## config.mk

```make
export PLATFORM = sky130hd
export DESIGN_NAME = std_mem_d1_reader
export DESIGN_NICKNAME = d
export VERILOG_FILES = /design/src/rtl/std_mem_d1_reader.sv
export SDC_FILE = /design/constraint.sdc
export NUM_CORES = 1
export LEC_CHECK = 0
export ABC_CLOCK_PERIOD_IN_PS = 2000
export BUFFER_PORTS_ARGS = -buffer_cell sky130_fd_sc_hd__buf_2
export CORE_UTILIZATION = 43
export DETAILED_ROUTE_END_ITERATION = 8
export PLACE_DENSITY = 0.75
export RECOVER_POWER = 100
export SLEW_MARGIN = 30
export SYNTH_ARGS = -nofsm -noshare
export SYNTH_HDL_FRONTEND = slang
export SYNTH_SLANG_ARGS = --single-unit
```

## constraint.sdc

```tcl
create_clock -name clk -period 2 [get_ports clk]
set_input_delay 0.1 -clock clk [delete_from_list [all_inputs] [get_ports clk]]
set_output_delay 0.1 -clock clk [all_outputs]
set_load 0.05 [all_outputs]
```

## src/rtl/std_mem_d1_reader.sv

```systemverilog
// Read-side initiator for a std_mem_d1 memory. On a go/done handshake it
// streams len words starting at base onto a registered valid/ready output.
module std_mem_d1_reader #(
  parameter int WIDTH    = 32,
  parameter int SIZE     = 16,
  parameter int IDX_SIZE = 4
) (
  input  logic                clk,
  input  logic                reset,
  input  logic                go,
  input  logic [IDX_SIZE-1:0] base,
  input  logic [IDX_SIZE:0]   len,
  output logic [IDX_SIZE-1:0] addr0,
  input  logic [WIDTH-1:0]    read_data,
  output logic [WIDTH-1:0]    out_data,
  output logic                out_valid,
  input  logic                out_ready,
  output logic                done,
  output logic                err
);

  typedef enum logic [1:0] {IDLE, STREAM, DONE} state_t;

  localparam logic [IDX_SIZE+1:0] SizeW = (IDX_SIZE+2)'(SIZE);

  state_t              state_q, state_d;
  logic [IDX_SIZE-1:0] ptr_q, ptr_d;
  logic [IDX_SIZE:0]   remaining_q, remaining_d;
  logic [WIDTH-1:0]    out_data_q, out_data_d;
  logic                out_valid_q, out_valid_d;
  logic                err_q, err_d;

  logic [IDX_SIZE+1:0] endAddr;
  logic                outOfBounds;
  logic                slotFree;
  logic                load;

  // Extra headroom bits keep base+len from wrapping before the bounds compare.
  assign endAddr     = {2'b00, base} + {1'b0, len};
  assign outOfBounds = endAddr > SizeW;
  assign slotFree    = !out_valid_q || out_ready;
  assign load        = (state_q == STREAM) && (remaining_q != '0) && slotFree;

  always_comb begin
    state_d     = state_q;
    ptr_d       = ptr_q;
    remaining_d = remaining_q;
    out_data_d  = out_data_q;
    out_valid_d = out_valid_q;
    err_d       = err_q;
    case (state_q)
      IDLE: begin
        if (go) begin
          err_d = 1'b0;
          if (len == '0) begin
            state_d = DONE;
          end else if (outOfBounds) begin
            err_d   = 1'b1;
            state_d = DONE;
          end else begin
            ptr_d       = base;
            remaining_d = len;
            state_d     = STREAM;
          end
        end
      end
      STREAM: begin
        // A handshake and the next load share a cycle, giving one word per cycle.
        if (load) begin
          out_data_d  = read_data;
          out_valid_d = 1'b1;
          ptr_d       = ptr_q + IDX_SIZE'(1);
          remaining_d = remaining_q - (IDX_SIZE+1)'(1);
        end else if (remaining_q == '0 && slotFree) begin
          out_valid_d = 1'b0;
          state_d     = DONE;
        end
      end
      DONE: begin
        state_d = IDLE;
      end
      default: begin
        state_d = IDLE;
      end
    endcase
  end

  always_ff @(posedge clk or negedge reset) begin
    if (!reset) begin
      state_q     <= IDLE;
      ptr_q       <= '0;
      remaining_q <= '0;
      out_data_q  <= '0;
      out_valid_q <= 1'b0;
      err_q       <= 1'b0;
    end else begin
      state_q     <= state_d;
      ptr_q       <= ptr_d;
      remaining_q <= remaining_d;
      out_data_q  <= out_data_d;
      out_valid_q <= out_valid_d;
      err_q       <= err_d;
    end
  end

  assign addr0     = (state_q == STREAM) ? ptr_q : '0;
  assign out_data  = out_data_q;
  assign out_valid = out_valid_q;
  assign done      = (state_q == DONE);
  assign err       = err_q;

endmodule
```

[Word-level counts from Yosys, hierarchy flattened]
Index checks and enable logic that the tools add are counted.
Storage, ports and cells
  input port bits: 45
  word-level logic and storage cells: 55
  register bits after elaboration: 45
  output and inout bits: 39
Cells by class
  magnitude comparators: 1
  reductions and logical operators: 16
  multiplexer cells: 21
  eq/ne operators: 8
  $add $sub $neg: 3
Operators with widths (number)
  4-bit two-way mux: 5
  5-bit two-way mux: 4
  2-bit inequality test (second input constant): 6
  5-bit zero test: 2
  2-bit two-way mux: 5
  5-bit case mux with 2 select lines: 1
  4-bit case mux with 2 select lines: 1
  4-bit by 5-bit adder with 6-bit output: 1
  6-bit by 5-bit greater-than comparator with 1-bit output (second input constant): 1
  2-bit AND reduction: 3
  5-bit AND reduction: 1
  5-bit nonzero test: 1
  5-bit by 1-bit subtractor with 5-bit output (second input constant): 1
  4-bit by 1-bit adder with 4-bit output (second input constant): 1
  1-bit two-way mux: 4
  2-bit case mux with 2 select lines: 1
  2-bit nonzero test: 2
  1-bit logical AND: 3
  3-bit AND reduction: 1
  2-bit by 1-bit == test with 1-bit output (second input constant): 1
  2-bit == test (second input constant): 1
  2-bit zero test: 1
  1-bit zero test: 1
  1-bit logical OR: 1

[Depth between registers and ports, before layout]
Gate-level depths: netlist of the first run.
  word-level depth: 6
  mapped depth: 8

[Worst setup path after synthesis of the first run]
Ideal clock, no wire load.
  kind: input -> register
  from: input port base[0]
  to: register ptr_q[0]
  stages: 7
  data required time: 1.875 ns
  arrival time: 2.028 ns
  setup time: 0.125 ns
  setup slack: -0.152 ns
  path buffers: 0
  path through: ha_1 > fa_1 > a211oi_1 > nor4_1 > a211o_2 > a31oi_4 > mux2_2
On the way
  word-level cells in the longest chain between the ends: 4
Ends and longest elaborated chain
  start: declaration: line 11  | input logic [IDX_SIZE-1:0] base,
  4-bit by 5-bit adder with 6-bit output / 4-bit two-way mux (equally long branches): line 39, 57
  6-bit by 5-bit greater-than comparator with 1-bit output / 4-bit two-way mux (equally long branches): line 40, 55
  2-bit inequality test (no source line) / 4-bit two-way mux (equally long branches)
  5-bit AND reduction (no source line) / 4-bit case mux with 2 select lines (equally long branches)
  end signal: assignment: line 98  | ptr_q <= ptr_d;
  end: declaration: line 27  | logic [IDX_SIZE-1:0] ptr_q, ptr_d;
Several ways; a longest one is shown, not always the timed one. The select of a mux whose other input is x is not followed.
A chain may end at the register's enable or synchronous reset.

[Worst setup path after layout of the first run]
  from: input port len[0]
  to: register remaining_q[2]
On the way
  word-level cells in the longest chain between the ends: 4
Ends and longest elaborated chain
  start: declaration: line 12  | input logic [IDX_SIZE:0] len,
  4-bit by 5-bit adder with 6-bit output: line 39  | assign endAddr = {2'b00, base} + {1'b0, len};
  6-bit by 5-bit greater-than comparator with 1-bit output: line 40  | assign outOfBounds = endAddr > SizeW;
  2-bit inequality test (no source line)
  5-bit AND reduction (no source line) (*)
  end signal: assignment: line 99  | remaining_q <= remaining_d;
  end: declaration: line 28  | logic [IDX_SIZE:0] remaining_q, remaining_d;
Every way passes the cells marked *; elsewhere a longest branch is shown, timed or not.

==> results of run 1 <==
[metrics by stage]
stage / hold slack (ns) / instances / power [mW] / setup slack (ns)
2_1_floorplan: -0.196 / 171 / 4.23 / -0.107
3_3_place_gp: 0.0856 / 331 / 4.93 / -0.291
3_5_place_dp: 0.0768 / 331 / 5.00 / -0.352
4_1_cts: 0.0273 / 343 / 5.66 / -0.0122
5_1_grt: 0.0289 / 344 / 5.88 / -0.00245
6_report: 0.0359 / 344 / 5.55 / 0.0725
[layout make-up]
cell class | count | area (um2) | area share, %
Sequential cell | 45 | 1130 | 38.6
Multi-Input combinational cell | 116 | 1030 | 35.2
Timing Repair Buffer | 103 | 558 | 19.1
Clock buffer | 7 | 96.3 | 3.31
Tap cell | 67 | 83.8 | 2.88
Inverter | 5 | 18.8 | 0.644
Clock inverter | 1 | 5.00 | 0.172
[how the worst max path moves through the flow]
stage / start / endpoint / slack (ns) / cells after the start
after floorplan: base[0] / ptr_q[0] / -0.11 / 8
after global placement: len[0] / remaining_q[2] / -0.29 / 9
after detailed placement: len[0] / remaining_q[2] / -0.35 / 9
after CTS: len[0] / ptr_q[2] / -0.01 / 10
after global routing: len[0] / ptr_q[0] / -0.002 / 10
final: len[0] / remaining_q[2] / 0.07 / 10
[what timing repair did]
action / 4_1_cts / 5_1_grt
setup buffers: 3 / 1
endpoints found under the setup margin: 15 / 41
endpoints found under the hold margin: 21 / 0
hold buffers: 1 / 0
resized for setup: 9 / 4
pin swaps: 6 / 3
[cell families after synthesis]
logic type / synth area share, %
AOI/OAI and AO/OA: 6.80
xor gates and xnor gates: 2.46
adders and majority gates: 5.04
buffers and inverters: 1.93
DFF: 52.7
muxes: 21.5
and+or+nand+nor: 9.55
[power by group through the flow]
stage / Clock, mW / Sequential [mW] / Combinational, mW
2_1_floorplan: 0 / 2.89 / 1.35
3_3_place_gp: 0 / 1.65 / 3.29
3_5_place_dp: 0 / 1.66 / 3.33
4_1_cts: 0.615 / 1.65 / 3.40
5_1_grt: 0.645 / 1.73 / 3.51
6_report: 0.595 / 1.66 / 3.30
[layer usage]
metal | GRT usage (%) | wire [um]
met2 | 27.7 | 2000
met1 | 21.8 | 1970
met5 | 0 | 0
met3 | 4.31 | 296
met4 | 6.54 | 50
[layout by cell type, fill, tap and decap left out, drive strengths merged, types with 5 or more instances in the layout]
master / n
o21ai: 10
buf: 60
inv: 5
nand2: 16
nor2: 7
dfrtp: 45
clkbuf: 49
mux2: 39
and2: 5
ha: 7
[flip-flops by register name (all words and copies together), names as in the netlist]
name,cells
err,1
out_data,32
out_valid,1
ptr_q,4
remaining_q,5
state_q,2
==> reports/results.txt, run 1 <==
Post-Syn Area per Cell = 12.5 um2
status = complete, no violations
minimum clock period = 1.93 ns
Max-slew headroom = 25.2%
Pwr Density = 1910 nW/um2
sequential share of power = 29.9%
Post-synth EDFFs = 0
Hold Path Sink = out_data[11]
first-pass GRT wire length = 6840 um
Critical R2R Launch = remaining_q[0]
sequential-to-total area share from yosys stat = 52.7%
fin nets = 329
Ant. Diodes = 0
RSZ-0062 raised after global routing = yes
critical path arrival = 2.11 ns
Worst Setup End Kind = register
TritonCTS clock tree = yes
endpoints failing setup = 0
max-slew violation count = 0
vias per cell = 4.77
CTS Sinks = 45
internal power = 2.81 mW
Core Footprint = 4750 um2
Die Wd = 72.5 um
Worst EP required = 2.18 ns
most common library cells after synthesis = dfrtp_1, mux2_2, nand2_1
top cells by area, synth = dfrtp_1, mux2_2, ha_1
Cell Area, Synth = 2140 um2
H-Tree Depth = 2
port bufs = 83
die area = 5250 um2
Layout fillers = 408
CTS buffer count = 5
1st-pass router iterations = 4
count of state elements after synthesis = 45
DR iter-0 viols = 49
most common cell in the synthesized netlist = dfrtp_1
row cnt = 25
Gate power share = 59.4%
CTS root buf = clkbuf_8
share of cells above drive strength 1 = 44.4%
setup TNS = 0 ns
worst slew pin tran = 1.12 ns
Vias = 1641
initial core utilization = 44.9%
ys flop type = dfrtp_1
ordered cell list for the critical path = buf_8 > ha_4 > fa_2 > xor2_1 > or3_4 > o41ai_2 > a211o_2 > a31oi_4 > buf_6 > mux2_4
Synth top area share = 52.7%
CTS Buffer Depth = 2
max incr delay on CP = 0.34 ns
Tcrit/Tclk final = 96.4%
R2R setup slack = 0.10 ns
Mapped Nets = 224
Post-synth ARST share = 100%
worst min path class = in -> reg
Hold Fails Final Rpt = 0
wire per inst = 12.5 um
worst path buffer plus inverter count = 2
cell count of the worst hold path = 2
VDD IR-drop max = 0.000793 V
Post-DP Area = 2780 um2
Detail Route Antenna Nets = 0
cells after synthesis = 171
Core Util, Final = 61.3%
area grow syn2layout = 36.4%
worst hold start = read_data[11]
Clock Latency Late Sink = 0.29 ns
clock skew = 0.00278 ns
initial antenna violation count = 0
Peak Freq = 519 MHz
Synth Warn # = 0
RePlAce Congestion = 0.776
largest net degree at the start of global routing = 24
Clock Power Share = 10.7%
CP Max Fanout = 4
vias in the first global route = 1519
Setup CP Type = in -> reg
cell family with most CP delay = adder cells
Critical Path Start Type = input port
Worst path slowest cell = fa_2
Leak Pwr = 1.35 nW
library cells used by synthesis = 30
number of remaining DRC errors = 0
r2r endpoint = out_data[16]
Net Switching = 2.74 mW
io pins = 84
design area = 2910 um2
Reg clk slew, reported paths = 0.08 ns
maxcap violations = 0
largest area contributor in the netlist = dfrtp_1
post-DP HPWL = 3330 um
Tot GR Track Use = 17.0%
drt total wl = 4310 um
Vert. Die Dim = 72.5 um
Sw Ratio = 49.3%
GRT overflow = 0
Reg2Reg Depth = 7
Note: power is estimated with default switching activity, not from simulation.
==> run 2: changes to the inputs <==
--- a/config.mk
+++ b/config.mk
@@ -5,11 +5,11 @@
 export SDC_FILE = /design/constraint.sdc
 export NUM_CORES = 1
 export LEC_CHECK = 0
-export ABC_CLOCK_PERIOD_IN_PS = 2000
+export ABC_CLOCK_PERIOD_IN_PS = 2080
 export BUFFER_PORTS_ARGS = -buffer_cell sky130_fd_sc_hd__buf_2
-export CORE_UTILIZATION = 43
+export CORE_UTILIZATION = 48
 export DETAILED_ROUTE_END_ITERATION = 8
-export PLACE_DENSITY = 0.75
+export PLACE_DENSITY = 0.79
 export RECOVER_POWER = 100
 export SLEW_MARGIN = 30
 export SYNTH_ARGS = -nofsm -noshare
==> constraint.sdc (replaced) <==
create_clock -name clk -period 2.08 [get_ports clk]
set_input_delay 0.104 -clock clk [delete_from_list [all_inputs] [get_ports clk]]
set_output_delay 0.104 -clock clk [all_outputs]
set_load 0.05 [all_outputs]
==> reports/results.txt, run 2 (same netlist as run 1, synthesis figures left out) <==
worst slew pin tran = 0.984 ns
max-slew violation count = 0
Max-slew headroom = 34.4%
M1 GR Usage = 23.7%
Critical Path Start Type = input port
1st-pass router iterations = 4
GRT overflow = 0
worst min path class = in -> reg
Leak Pwr = 1.32 nW
first-pass GRT wire length = 6760 um
CTS buffer count = 5
Detail Route Antenna Nets = 0
setup TNS = 0 ns
GR Util met2 = 33.3%
Setup crit start = len[0]
critical path arrival = 2.20 ns
Die Wd = 68.7 um
Pwr Density = 1860 nW/um2
DR iter-0 viols = 30
GR Layer Usage met3 = 5.10%
Hold Fails Final Rpt = 0
cell family with most CP delay = adder cells
R2R setup slack = 0.15 ns
Ant. Diodes = 0
number of flip-flops under the largest register name = 32
Vert. Die Dim = 68.7 um
number of remaining DRC errors = 0
wire per inst = 13.2 um
Worst Setup End Kind = register
Net Switching = 2.64 mW
CTS root buf = clkbuf_8
Worst EP required = 2.26 ns
post-DP HPWL = 3360 um
Gate power share = 59.0%
TritonCTS clock tree = yes
Reg2Reg Depth = 8
Tot GR Track Use = 19.6%
CP Max Fanout = 8
minimum clock period = 2.02 ns
Worst setup endpoint = remaining_q[2]
CTS Buffer Depth = 2
Sw Ratio = 49.7%
Setup CP Type = in -> reg
r2r endpoint = remaining_q[2]
VDD IR-drop max = 0.000707 V
largest net degree at the start of global routing = 33
Hold Slack = 0.0350 ns
area grow syn2layout = 33.7%
Vias = 1607
max incr delay on CP = 0.37 ns
Clock Power Share = 10.9%
Clock Latency Late Sink = 0.29 ns
H-Tree Depth = 2
RePlAce Congestion = 0.761
sequential share of power = 30.1%
maxcap violations = 0
internal power = 2.68 mW
Core Footprint = 4140 um2
Critical R2R Launch = remaining_q[0]
initial core utilization = 51.5%
share of cells above drive strength 1 = 41.5%
drt total wl = 4310 um
Worst path slowest cell = fa_2
worst path buffer plus inverter count = 2
row cnt = 23
status = complete, no violations
GR peak layer = met2
port bufs = 83
initial antenna violation count = 0
io pins = 84
endpoints failing setup = 0
clock skew = 0.00723 ns
Reg clk slew, reported paths = 0.08 ns
die area = 4720 um2
Peak Freq = 494 MHz
vias in the first global route = 1561
most common cell after layout, fill and taps aside = dfrtp_1
vias per cell = 4.94
fin nets = 327
ordered cell list for the critical path = buf_2 > ha_4 > fa_2 > xor2_1 > or3_4 > o41ai_2 > a211o_2 > a31oi_4 > buf_12 > mux2_4
Worst path depth = 10
commonest cells after routing, fill and taps aside = dfrtp_1, buf_2, clkbuf_1
CTS Sinks = 45
Tcrit/Tclk final = 97.3%
## run 2: cell count changes in the layout (fill, tap and decap cells not counted), sizes merged
cell	delta
buf	-2
## run 2: what timing repair did
action	in CTS	in global routing
resized for setup	0	1
endpoints found under the hold margin	45	0
hold buffers	1	0
buffers inserted	0	1
setup endpoints to repair	0	9
## run 2: final cells by class
| cell class | instances | area (um2) |
|---|---|---|
| clock buffer | 7 | 96.3 |
| clock inverter | 1 | 5.00 |
| fill | 327 | 1290 |
| inverter | 5 | 18.8 |
| multi-input combinational | 116 | 1030 |
| sequential | 45 | 1130 |
| tap | 50 | 62.6 |
| timing repair buffer | 101 | 520 |
## run 2: per-stage QoR
stage	instance area, um2	setup slack, ns	util, %	power, mW	instances
global route	2860	-0.00193	68.9	5.68	325
finish	2860	0.0556	68.9	5.32	325
detailed placement	2780	-0.274	67.0	4.84	315
global placement	2780	-0.203	67.0	4.75	315
CTS	2890	0.0264	69.7	5.42	324
floorplan	2180	-0.0306	-	4.07	171
## run 2: how the worst min path moves through the flow
stage	startpoint	endpoint	slack, ns	cells after the start
after global placement	reset	out_data[6]	-0.03	1
after CTS	read_data[5]	out_data[5]	0.03	2
after global routing	read_data[8]	out_data[8]	0.03	2
after floorplan	reset	err	-0.19	0
final	read_data[19]	out_data[19]	0.04	2
after detailed placement	reset	out_data[5]	-0.03	1
## run 2: per-layer routing
metal  part of all wire, %  up-vias
li1                      -      808
met1                    44      735
met2                    47       59
met3                   7.5        5
met4                   1.6        0
met5                     0        -
## run 2: power by group through the flow
| stage | clock, mW | sequential [mW] | combinational (mW) |
|---|---|---|---|
| floorplan | 0 | 2.78 | 1.29 |
| global placement | 0 | 1.58 | 3.17 |
| detailed placement | 0 | 1.60 | 3.23 |
| CTS | 0.600 | 1.59 | 3.23 |
| global route | 0.638 | 1.68 | 3.36 |
| finish | 0.580 | 1.60 | 3.14 |
